==> config.mk <==
export PLATFORM = sky130hd
export DESIGN_NAME = dot_product_engine
export DESIGN_NICKNAME = d
export VERILOG_FILES = /design/src/rtl/dot_product_engine.sv
export SDC_FILE = /design/constraint.sdc
export NUM_CORES = 1
export LEC_CHECK = 0
export ABC_AREA = 1
export CORE_ASPECT_RATIO = 0.75
export CORE_UTILIZATION = 55
export DETAILED_ROUTE_END_ITERATION = 8
export PLACE_DENSITY = 0.76
export SKIP_CTS_REPAIR_TIMING = 1
export SLEW_MARGIN = 20
export SYNTH_ARGS = -nofsm -noshare
export SYNTH_HDL_FRONTEND = slang
export SYNTH_SLANG_ARGS = --single-unit
==> constraint.sdc <==
create_clock -name i_clk -period 3.8 [get_ports i_clk]
set_clock_uncertainty 0.1 [all_clocks]
set_input_delay 0.76 -clock i_clk [delete_from_list [all_inputs] [get_ports i_clk]]
set_output_delay 0.76 -clock i_clk [all_outputs]
set_load 0.02 [all_outputs]
==> src/rtl/dot_product_engine.sv <==
// dot_product_engine
//   Streams VEC_LEN element pairs out of two synchronous-read operand
//   memories (mem1 = vector A, mem2 = vector B), multiplies each pair as
//   signed values and accumulates them. The sum is offered on a
//   valid/ready result port.
//
// Ports
//   i_clk, i_rst            clock, asynchronous active-high reset
//   i_start, i_base_addr    start request (IDLE only), first element address
//   o_a_read_en/_address    read port to mem1
//   i_a_data_in             mem1 registered data_out
//   o_b_read_en/_address    read port to mem2 (same timing/address as A)
//   i_b_data_in             mem2 registered data_out
//   o_busy                  high in every state except IDLE
//   o_result, o_result_valid, i_result_ready   result handshake
module dot_product_engine #(
   parameter int DATA_WIDTH = 8,
   parameter int ADDR_WIDTH = 4,
   parameter int VEC_LEN    = 16,
   parameter int ACC_WIDTH  = 20
) (
   input  logic                  i_clk,
   input  logic                  i_rst,
   input  logic                  i_start,
   input  logic [ADDR_WIDTH-1:0] i_base_addr,
   output logic                  o_a_read_en,
   output logic [ADDR_WIDTH-1:0] o_a_read_address,
   input  logic [DATA_WIDTH-1:0] i_a_data_in,
   output logic                  o_b_read_en,
   output logic [ADDR_WIDTH-1:0] o_b_read_address,
   input  logic [DATA_WIDTH-1:0] i_b_data_in,
   output logic                  o_busy,
   output logic [ACC_WIDTH-1:0]  o_result,
   output logic                  o_result_valid,
   input  logic                  i_result_ready
);

   localparam int CNT_W = ADDR_WIDTH + 1;
   localparam int PW    = 2 * DATA_WIDTH;

   typedef enum logic [1:0] {S_IDLE, S_READ, S_DRAIN, S_DONE} state_t;

   state_t                 r_state;
   state_t                 w_next;
   logic [CNT_W-1:0]       r_cnt;
   logic [ADDR_WIDTH-1:0]  r_addr;
   logic                   r_ren;
   // [0]: memory outputs hold a requested element, [1]: r_prod holds a product
   logic [1:0]             r_vld_pipe;
   logic signed [PW-1:0]   r_prod;
   logic signed [ACC_WIDTH-1:0] r_acc;
   logic signed [ACC_WIDTH-1:0] r_result;
   logic                   r_busy;
   logic                   r_rv;

   logic                   w_accept;
   logic                   w_last_rd;
   logic                   w_last_acc;
   logic                   w_ren_d;
   logic                   w_busy_d;
   logic                   w_rv_d;
   logic signed [PW-1:0]   w_a_ext;
   logic signed [PW-1:0]   w_b_ext;
   logic signed [ACC_WIDTH-1:0] w_prod_ext;
   logic signed [ACC_WIDTH-1:0] w_sum;

   assign w_a_ext    = PW'($signed(i_a_data_in));
   assign w_b_ext    = PW'($signed(i_b_data_in));
   assign w_prod_ext = ACC_WIDTH'(r_prod);
   assign w_sum      = r_acc + w_prod_ext;

   assign w_accept   = (r_state == S_IDLE) && i_start;
   assign w_last_rd  = (r_state == S_READ) && (r_cnt == CNT_W'(VEC_LEN - 1));
   // Final product sits in r_prod once no further data is behind it.
   assign w_last_acc = (r_state == S_DRAIN) && r_vld_pipe[1] && !r_vld_pipe[0];

   // state register
   always_ff @(posedge i_clk or posedge i_rst) begin
      if (i_rst) r_state <= S_IDLE;
      else       r_state <= w_next;
   end

   // next-state logic
   always_comb begin
      w_next = r_state;
      case (r_state)
         S_IDLE:  if (i_start)        w_next = S_READ;
         S_READ:  if (w_last_rd)      w_next = S_DRAIN;
         S_DRAIN: if (w_last_acc)     w_next = S_DONE;
         S_DONE:  if (i_result_ready) w_next = S_IDLE;
         default:                     w_next = S_IDLE;
      endcase
   end

   // output logic: next values of the registered status outputs
   always_comb begin
      w_ren_d  = (w_next == S_READ);
      w_busy_d = (w_next != S_IDLE);
      w_rv_d   = (w_next == S_DONE);
   end

   // datapath and registered outputs
   always_ff @(posedge i_clk or posedge i_rst) begin
      if (i_rst) begin
         r_cnt      <= '0;
         r_addr     <= '0;
         r_ren      <= 1'b0;
         r_vld_pipe <= '0;
         r_prod     <= '0;
         r_acc      <= '0;
         r_result   <= '0;
         r_busy     <= 1'b0;
         r_rv       <= 1'b0;
      end else begin
         r_ren  <= w_ren_d;
         r_busy <= w_busy_d;
         r_rv   <= w_rv_d;

         if (w_accept) begin
            r_addr <= i_base_addr;
            r_cnt  <= '0;
         end else if (r_state == S_READ) begin
            // address wraps naturally at 2**ADDR_WIDTH
            r_addr <= r_addr + 1'b1;
            r_cnt  <= r_cnt + 1'b1;
         end

         r_vld_pipe <= {r_vld_pipe[0], r_ren};
         r_prod     <= w_a_ext * w_b_ext;

         if (w_accept)           r_acc <= '0;
         else if (r_vld_pipe[1]) r_acc <= w_sum;

         if (w_last_acc) r_result <= w_sum;
      end
   end

   assign o_a_read_en      = r_ren;
   assign o_b_read_en      = r_ren;
   assign o_a_read_address = r_addr;
   assign o_b_read_address = r_addr;
   assign o_busy           = r_busy;
   assign o_result         = r_result;
   assign o_result_valid   = r_rv;

endmodule

==> results of run 1 <==
layer usage:
metal | GRT usage | up-vias | routed length, µm
met1 | 0.381 | 2529 | 7250
met3 | 0.0495 | 15 | 879
met2 | 0.376 | 152 | 6070
met5 | 0 | - | 0
met4 | 0.0471 | 0 | 128
li1 | - | 2794 | -
power by group through the flow:
stage / logic (mW) / clock network, mW / registers (mW)
floorplan: 3.44 / 0 / 1.39
global placement: 4.69 / 0 / 1.33
detailed placement: 4.83 / 0 / 1.34
global route: 6.04 / 1.08 / 1.36
CTS: 4.88 / 1.05 / 1.33
finish: 5.37 / 1.04 / 1.33
kinds of logic after synthesis:
logic type	count (synthesis)	synth area share
and+or+nand+nor	373	0.238
buffers and inverters	225	0.134
adders and majority gates	107	0.269
DFF	72	0.276
AOI/OAI and AO/OA	66	0.0554
xor gates and xnor gates	20	0.0268
final cells by class:
class	count	area [µm²]
multi-input combinational	566	4220
fill	905	3230
sequential	72	1800
timing repair buffer	109	978
inverter	199	767
clock buffer	11	243
tap	162	203
clock inverter	5	128
path summary, 6_finish.rpt:
path                                start            end  slack [ns]  depth (start not counted)
min in group asynchronous           i_rst    o_result[0]        0.76                          2
hold / removal                o_a_read_en  r_vld_pipe[0]        0.32                          0
setup reg to reg                 r_acc[0]   o_result[14]        1.35                         13
max in group asynchronous           i_rst      r_acc[18]        2.19                          3
setup / recovery           i_a_data_in[7]     r_prod[15]       -0.35                         20
hold reg to reg               o_a_read_en  r_vld_pipe[0]        0.32                          0
cell usage in the layout (no fill, tap or decap), types with 16 or more instances in the layout:
cell / synthesis / routed
nand2_1: 256 / 244
inv_1: 196 / 175
dfrtp_1: 72 / 72
fa_1: 56 / 54
buf_4: 5 / 52
nand3_1: 49 / 48
ha_1: 51 / 41
clkdlybuf4s50_1: 0 / 39
nor2_1: 39 / 36
o21ai_0: 24 / 21
inv_2: 3 / 17
a21oi_1: 23 / 16
cell usage after synthesis, types with 2 or more instances:
cell type    n  area [µm²]
a21oi_1     23         115
a31oi_1      4        25.0
buf_2        5        25.0
buf_4        5        37.5
clkbuf_1    15        56.3
dfrtp_1     72        1800
fa_1        56        1120
ha_1        51         638
inv_1      196         736
inv_2        3        11.3
nand2_1    256         961
nand2_2      2        12.5
nand3_1     49         245
nand3b_1     6        45.0
nand4_1      4        25.0
nor2_1      39         146
nor3_1       5        25.0
o21ai_0     24         120
o21ai_1      5        25.0
o21bai_1     5        37.5
or2_2        6        37.5
xnor2_1      9        78.8
xor2_1      11        96.3
worst max-delay path: cells and delay by family:
| family | cells | cell delay, ns |
|---|---|---|
| adder cells (fa/ha/maj) | 5 | 2.39 |
| buffers and inverters | 8 | 0.54 |
| AND/OR/NAND/NOR | 7 | 0.58 |
state kept, by name (all words and copies together), names as in the netlist:
name	cells
o_result_valid	1
r_cnt	5
o_result	20
r_vld_pipe	2
o_busy	1
r_prod	16
r_state	2
o_a_read_en	1
o_a_read_address	4
r_acc	20
per-stage QoR:
step	instance area (µm²)	total power, mW	hold slack [ns]
6_report	8340	7.74	0.318
5_1_grt	8340	8.49	0.324
4_1_cts	8100	7.26	0.317
3_5_place_dp	7730	6.17	0.294
3_3_place_gp	7730	6.02	0.292
2_1_floorplan	6850	4.83	0.310
==> out/metrics.csv, run 1 <==
metric;value;unit
row_count;34;
status;complete, but fails checks;
syn_area_per_cell;7.57;µm²
grt_overflow;0;
power_frac_comb;0.694;
antenna_found_initial;0;
grt_pass1_vias;5138;
swShare;0.466;
gp_congestion;0.956;
synth.distinct_cells;35;
cts-root-buf;clkbuf_16;
async_flop_share;1.00;
ir_worst_vdd;0.509;mV
rsz0062_at_grt;yes;
ys_ff_latch;72;
grt_pass1_wl;24000;µm
critPathKind;primary input to flop;
cts_max_level;3;
post_drt_via_cell_ratio;4.88;
die_h;96.4;µm
crit_chain;buf_6 > buf_8 > nand2_4 > inv_4 > fa_2 > clkinv_4 > fa_1 > inv_1 > fa_1 > inv_1 > fa_1 > inv_2 > ha_4 > nand2_2 > nor3_4 > nand3_1 > nand3_2 > inv_1 > nand2_1 > nand2_1;
min_period;4.15;ns
clkPwrFrac;0.135;
grt_max_degree;39;
holdCritPathClass;flop to flop;
port_buffers;55;
yosys_warnings;0;
end_kind;flop;
clkTransAtPathRegs;0.06;ns
powerDensity;928;mW/mm²
die_area;0.0123;mm²
synthCells;863;
dpl_worst_slack;-1.18;ns
intPower;4.13;mW
worstPathArrival;4.28;ns
area_growth;27.7;%
max_stage_delay;0.60;ns
synth_edf_count;0;
finish.utilization;0.720;
ant_nets;0;
final.setup.tns;-2.46;ns
syn-num-nets;994;
initial_core_util;0.564;
antenna_cells;0;
violations;setup timing;
placedCellCount;1103;
netlist_area;0.00653;mm²
hpwl;11300;µm
first_pass_iters;5;
required;3.93;ns
max-cap-violations;0;
clkSinkCount;72;
wirelength;14300;µm
cts_buffers;9;
p_leak;4.54;nW
ys_seq_area_frac;0.276;
coreArea;0.0116;mm²
drive_above_1_share;0.169;
startpoint_type;primary input;
num_io_pins;56;
tightest_slew;0.771;ns
final_nets;1088;
drt-wirelength-per-cell;12.7;µm
die_w;128;µm
synthFlopType;dfrtp_1;
setup_slack;-0.354;ns
grt_usage;0.252;
power.switching;3.61;mW
drv_slew;0;
max-slew-margin-rel;0.484;
insertion_delay;0.34;ns
critPathSlowestCell;fa_2;
vias;5490;
cts_tree;built;
cts_buffer_depth;2;
crit_path_max_fanout;8;
fin_crit_sh;1.09;
max_freq;0.241;GHz
drc_errors;0;
drtIter0Drc;418;
setup_viol;9;
stdcell_count;1124;
seqPwrFrac;0.172;
hold_viol_final;0;
(Power assumes the default switching activity.)
==> inputs of run 2 (changes only) <==
--- a/config.mk
+++ b/config.mk
@@ -9,7 +9,7 @@
 export CORE_ASPECT_RATIO = 0.75
 export CORE_UTILIZATION = 55
 export DETAILED_ROUTE_END_ITERATION = 8
-export PLACE_DENSITY = 0.76
+export PLACE_DENSITY = 0.88
 export SKIP_CTS_REPAIR_TIMING = 1
 export SLEW_MARGIN = 20
 export SYNTH_ARGS = -nofsm -noshare
==> run 2 against run 1 <==
  * The run still ends with setup timing left
  * First-iteration DRC count increased by 45%
  * Clock power fell by 11%
  * Utilization hardly changed
  * Via count grew 9.1%
  * Die area stayed put
  * Combinational power increased by 4.5%
  * Largest power group unchanged
  * Highest routed layer unchanged
==> out/metrics.csv, run 2 (synthesized netlist as in run 1, its figures left out) <==
metric;value;unit;change
status;complete, but fails checks;;unchanged
violations;setup timing;;unchanged
crit_chain;buf_6 > buf_8 > buf_4 > nand2_2 > inv_2 > fa_1 > inv_2 > fa_1 > inv_1 > fa_1 > inv_2 > fa_2 > inv_2 > ha_4 > inv_4 > nor3_4 > a21oi_2 > o21bai_1 > xor2_1;;was buf_6 > buf_8 > nand2_4 > inv_4 > fa_2 > clkinv_4 > fa_1 > inv_1 > fa_1 > inv_1 > fa_1 > inv_2 > ha_4 > nand2_2 > nor3_4 > nand3_1 > nand3_2 > inv_1 > nand2_1 > nand2_1
area_growth;27.7;%;about the same
drtIter0Drc;608;;was 418
die_h;96.4;µm;unchanged
cp_top_family;adder cells;;unchanged
tightest_slew;0.901;ns;was 0.771 ns
wirelength;17000;µm;was 14300 µm
row_count;34;;unchanged
worstPathArrival;4.41;ns;was 4.28 ns
hpwl;11500;µm;was 11300 µm
path_buf_inv;9;;was 8
layout_common_cells;240 x nand2_1, 163 x inv_1, 72 x dfrtp_1;;was 244 x nand2_1, 175 x inv_1, 72 x dfrtp_1
fin_area;0.00834;mm²;about the same
grt_pass1_wl;25200;µm;was 24000 µm
grt_pass1_vias;5481;;was 5138
die_area;0.0123;mm²;unchanged
max-cap-violations;0;;unchanged
grt_overflow;0;;unchanged
crit_path_max_fanout;7;;was 8
post_dp_cell_area;0.00773;mm²;about the same
drt-met1-wl;7120;µm;was 7250 µm
hold_path_depth;0;;unchanged
initial_core_util;0.564;;unchanged
final_nets;1091;;was 1088
max-slew-margin-rel;0.399;;was 0.484
holdCritPathClass;flop to flop;;unchanged
drc_errors;0;;unchanged
post_drt_via_cell_ratio;5.31;;was 4.88
fin_crit_sh;1.12;;was 1.09
drv_slew;0;;unchanged
worst-path-stages;19;;was 20
cts-root-buf;clkbuf_16;;unchanged
hold_viol_final;0;;unchanged
setup_slack;-0.450;ns;was -0.354 ns
min_period;4.25;ns;was 4.15 ns
critPathKind;primary input to flop;;unchanged
insertion_delay;0.34;ns;about the same
cts_buffers;9;;unchanged
max_stage_delay;0.53;ns;was 0.60 ns
ff2ff_path_depth;13;;unchanged
cp_common_cell;inv_2;;
max_freq;0.235;GHz;was 0.241 GHz
ant_nets;0;;unchanged
cts_max_level;3;;unchanged
final.setup.tns;-3.19;ns;was -2.46 ns
coreArea;0.0116;mm²;unchanged
grt_usage;0.264;;was 0.252
rsz0062_at_grt;yes;;unchanged
end_kind;flop;;unchanged
port_buffers;55;;unchanged
required;3.96;ns;was 3.93 ns
wl_met2;7970;µm;was 6070 µm
grt_max_degree;73;;was 39
drt-wirelength-per-cell;15.1;µm;was 12.7 µm
ir_worst_vdd;0.456;mV;was 0.509 mV
critPathSlowestCell;fa_2;;unchanged
setup_viol;9;;unchanged
drive_above_1_share;0.195;;was 0.169
powerDensity;943;mW/mm²;was 928 mW/mm²
cts_buffer_depth;2;;unchanged
die_w;128;µm;unchanged
final_common_cell;nand2_1;;unchanged
first_pass_iters;8;;was 5
startpoint_type;primary input;;unchanged
vias;5990;;was 5490
dr.max_layer_used;met4;;unchanged
cts_tree;built;;unchanged
antenna_cells;0;;unchanged
p_leak;4.50;nW;was 4.54 nW
gp_congestion;0.935;;was 0.956
dr_wl_met3;1310;µm;was 879 µm
clkSinkCount;72;;unchanged
antenna_found_initial;0;;unchanged
clkTransAtPathRegs;0.06;ns;about the same
num_io_pins;56;;unchanged
==> run 2: layout make-up <==
class | instances | area, µm²
timing repair buffer | 112 | 985
multi-input combinational | 566 | 4270
sequential | 72 | 1800
clock buffer | 12 | 246
inverter | 199 | 762
fill | 742 | 3230
tap | 162 | 203
clock inverter | 4 | 77.6
==> run 2: worst paths after layout <==
path,from,endpoint,slack (ns)
max,i_a_data_in[7],r_prod[12],-0.45
min,o_a_read_en,r_vld_pipe[0],0.30
max reg2reg,r_acc[0],o_result[14],1.34
min reg2reg,o_a_read_en,r_vld_pipe[0],0.30
max in group asynchronous,i_rst,o_result[15],2.09
min in group asynchronous,i_rst,r_acc[9],0.92
==> run 2: layer usage <==
layer,track usage,vias to the layer above
met4,0.0686,0
met3,0.0656,81
li1,-,2782
met5,0,-
met2,0.421,294
met1,0.362,2833
==> run 2: through the flow <==
stage               utilization  setup slack [ns]  hold WS [ns]  total power, mW  cells
detailed placement        0.668             -1.22         0.295             6.20   1104
CTS                       0.696            -0.861         0.305             7.18   1120
finish                    0.721            -0.450         0.304             7.87   1127
global placement          0.668             -1.05         0.292             5.98   1104
floorplan                     -            -0.425         0.310             4.83    863
global route              0.721            -0.533         0.319             8.52   1127
==> run 2: worst reg2reg max path, cell delays in order (launching register included) <==
cell and delay (ns):
dfrtp_1 0.36, ha_1 0.27, inv_1 0.12, fa_1 0.48
inv_1 0.16, nand3_1 0.08, nand3_1 0.14, nand2_1 0.08
nand2_1 0.13, nand3_1 0.15, nand2_1 0.09, nand2_1 0.07
nand3_1 0.08, nand2_1 0.05
==> run 2: power breakdown <==
part | switching [mW] | internal [mW]
Combinational | 3.27 | 2.34
Sequential | 0.215 | 1.12
Clock | 0.328 | 0.595
Total | 3.81 | 4.06
==> inputs of run 3 (changes only) <==
--- a/config.mk
+++ b/config.mk
@@ -9,6 +9,7 @@
 export CORE_ASPECT_RATIO = 0.75
 export CORE_UTILIZATION = 55
 export DETAILED_ROUTE_END_ITERATION = 8
+export HOLD_SLACK_MARGIN = 0.15
 export PLACE_DENSITY = 0.88
 export SKIP_CTS_REPAIR_TIMING = 1
 export SLEW_MARGIN = 20
==> results of run 3 <==
Same layout as run 2: the final DEF is identical, and so are final timing and power.
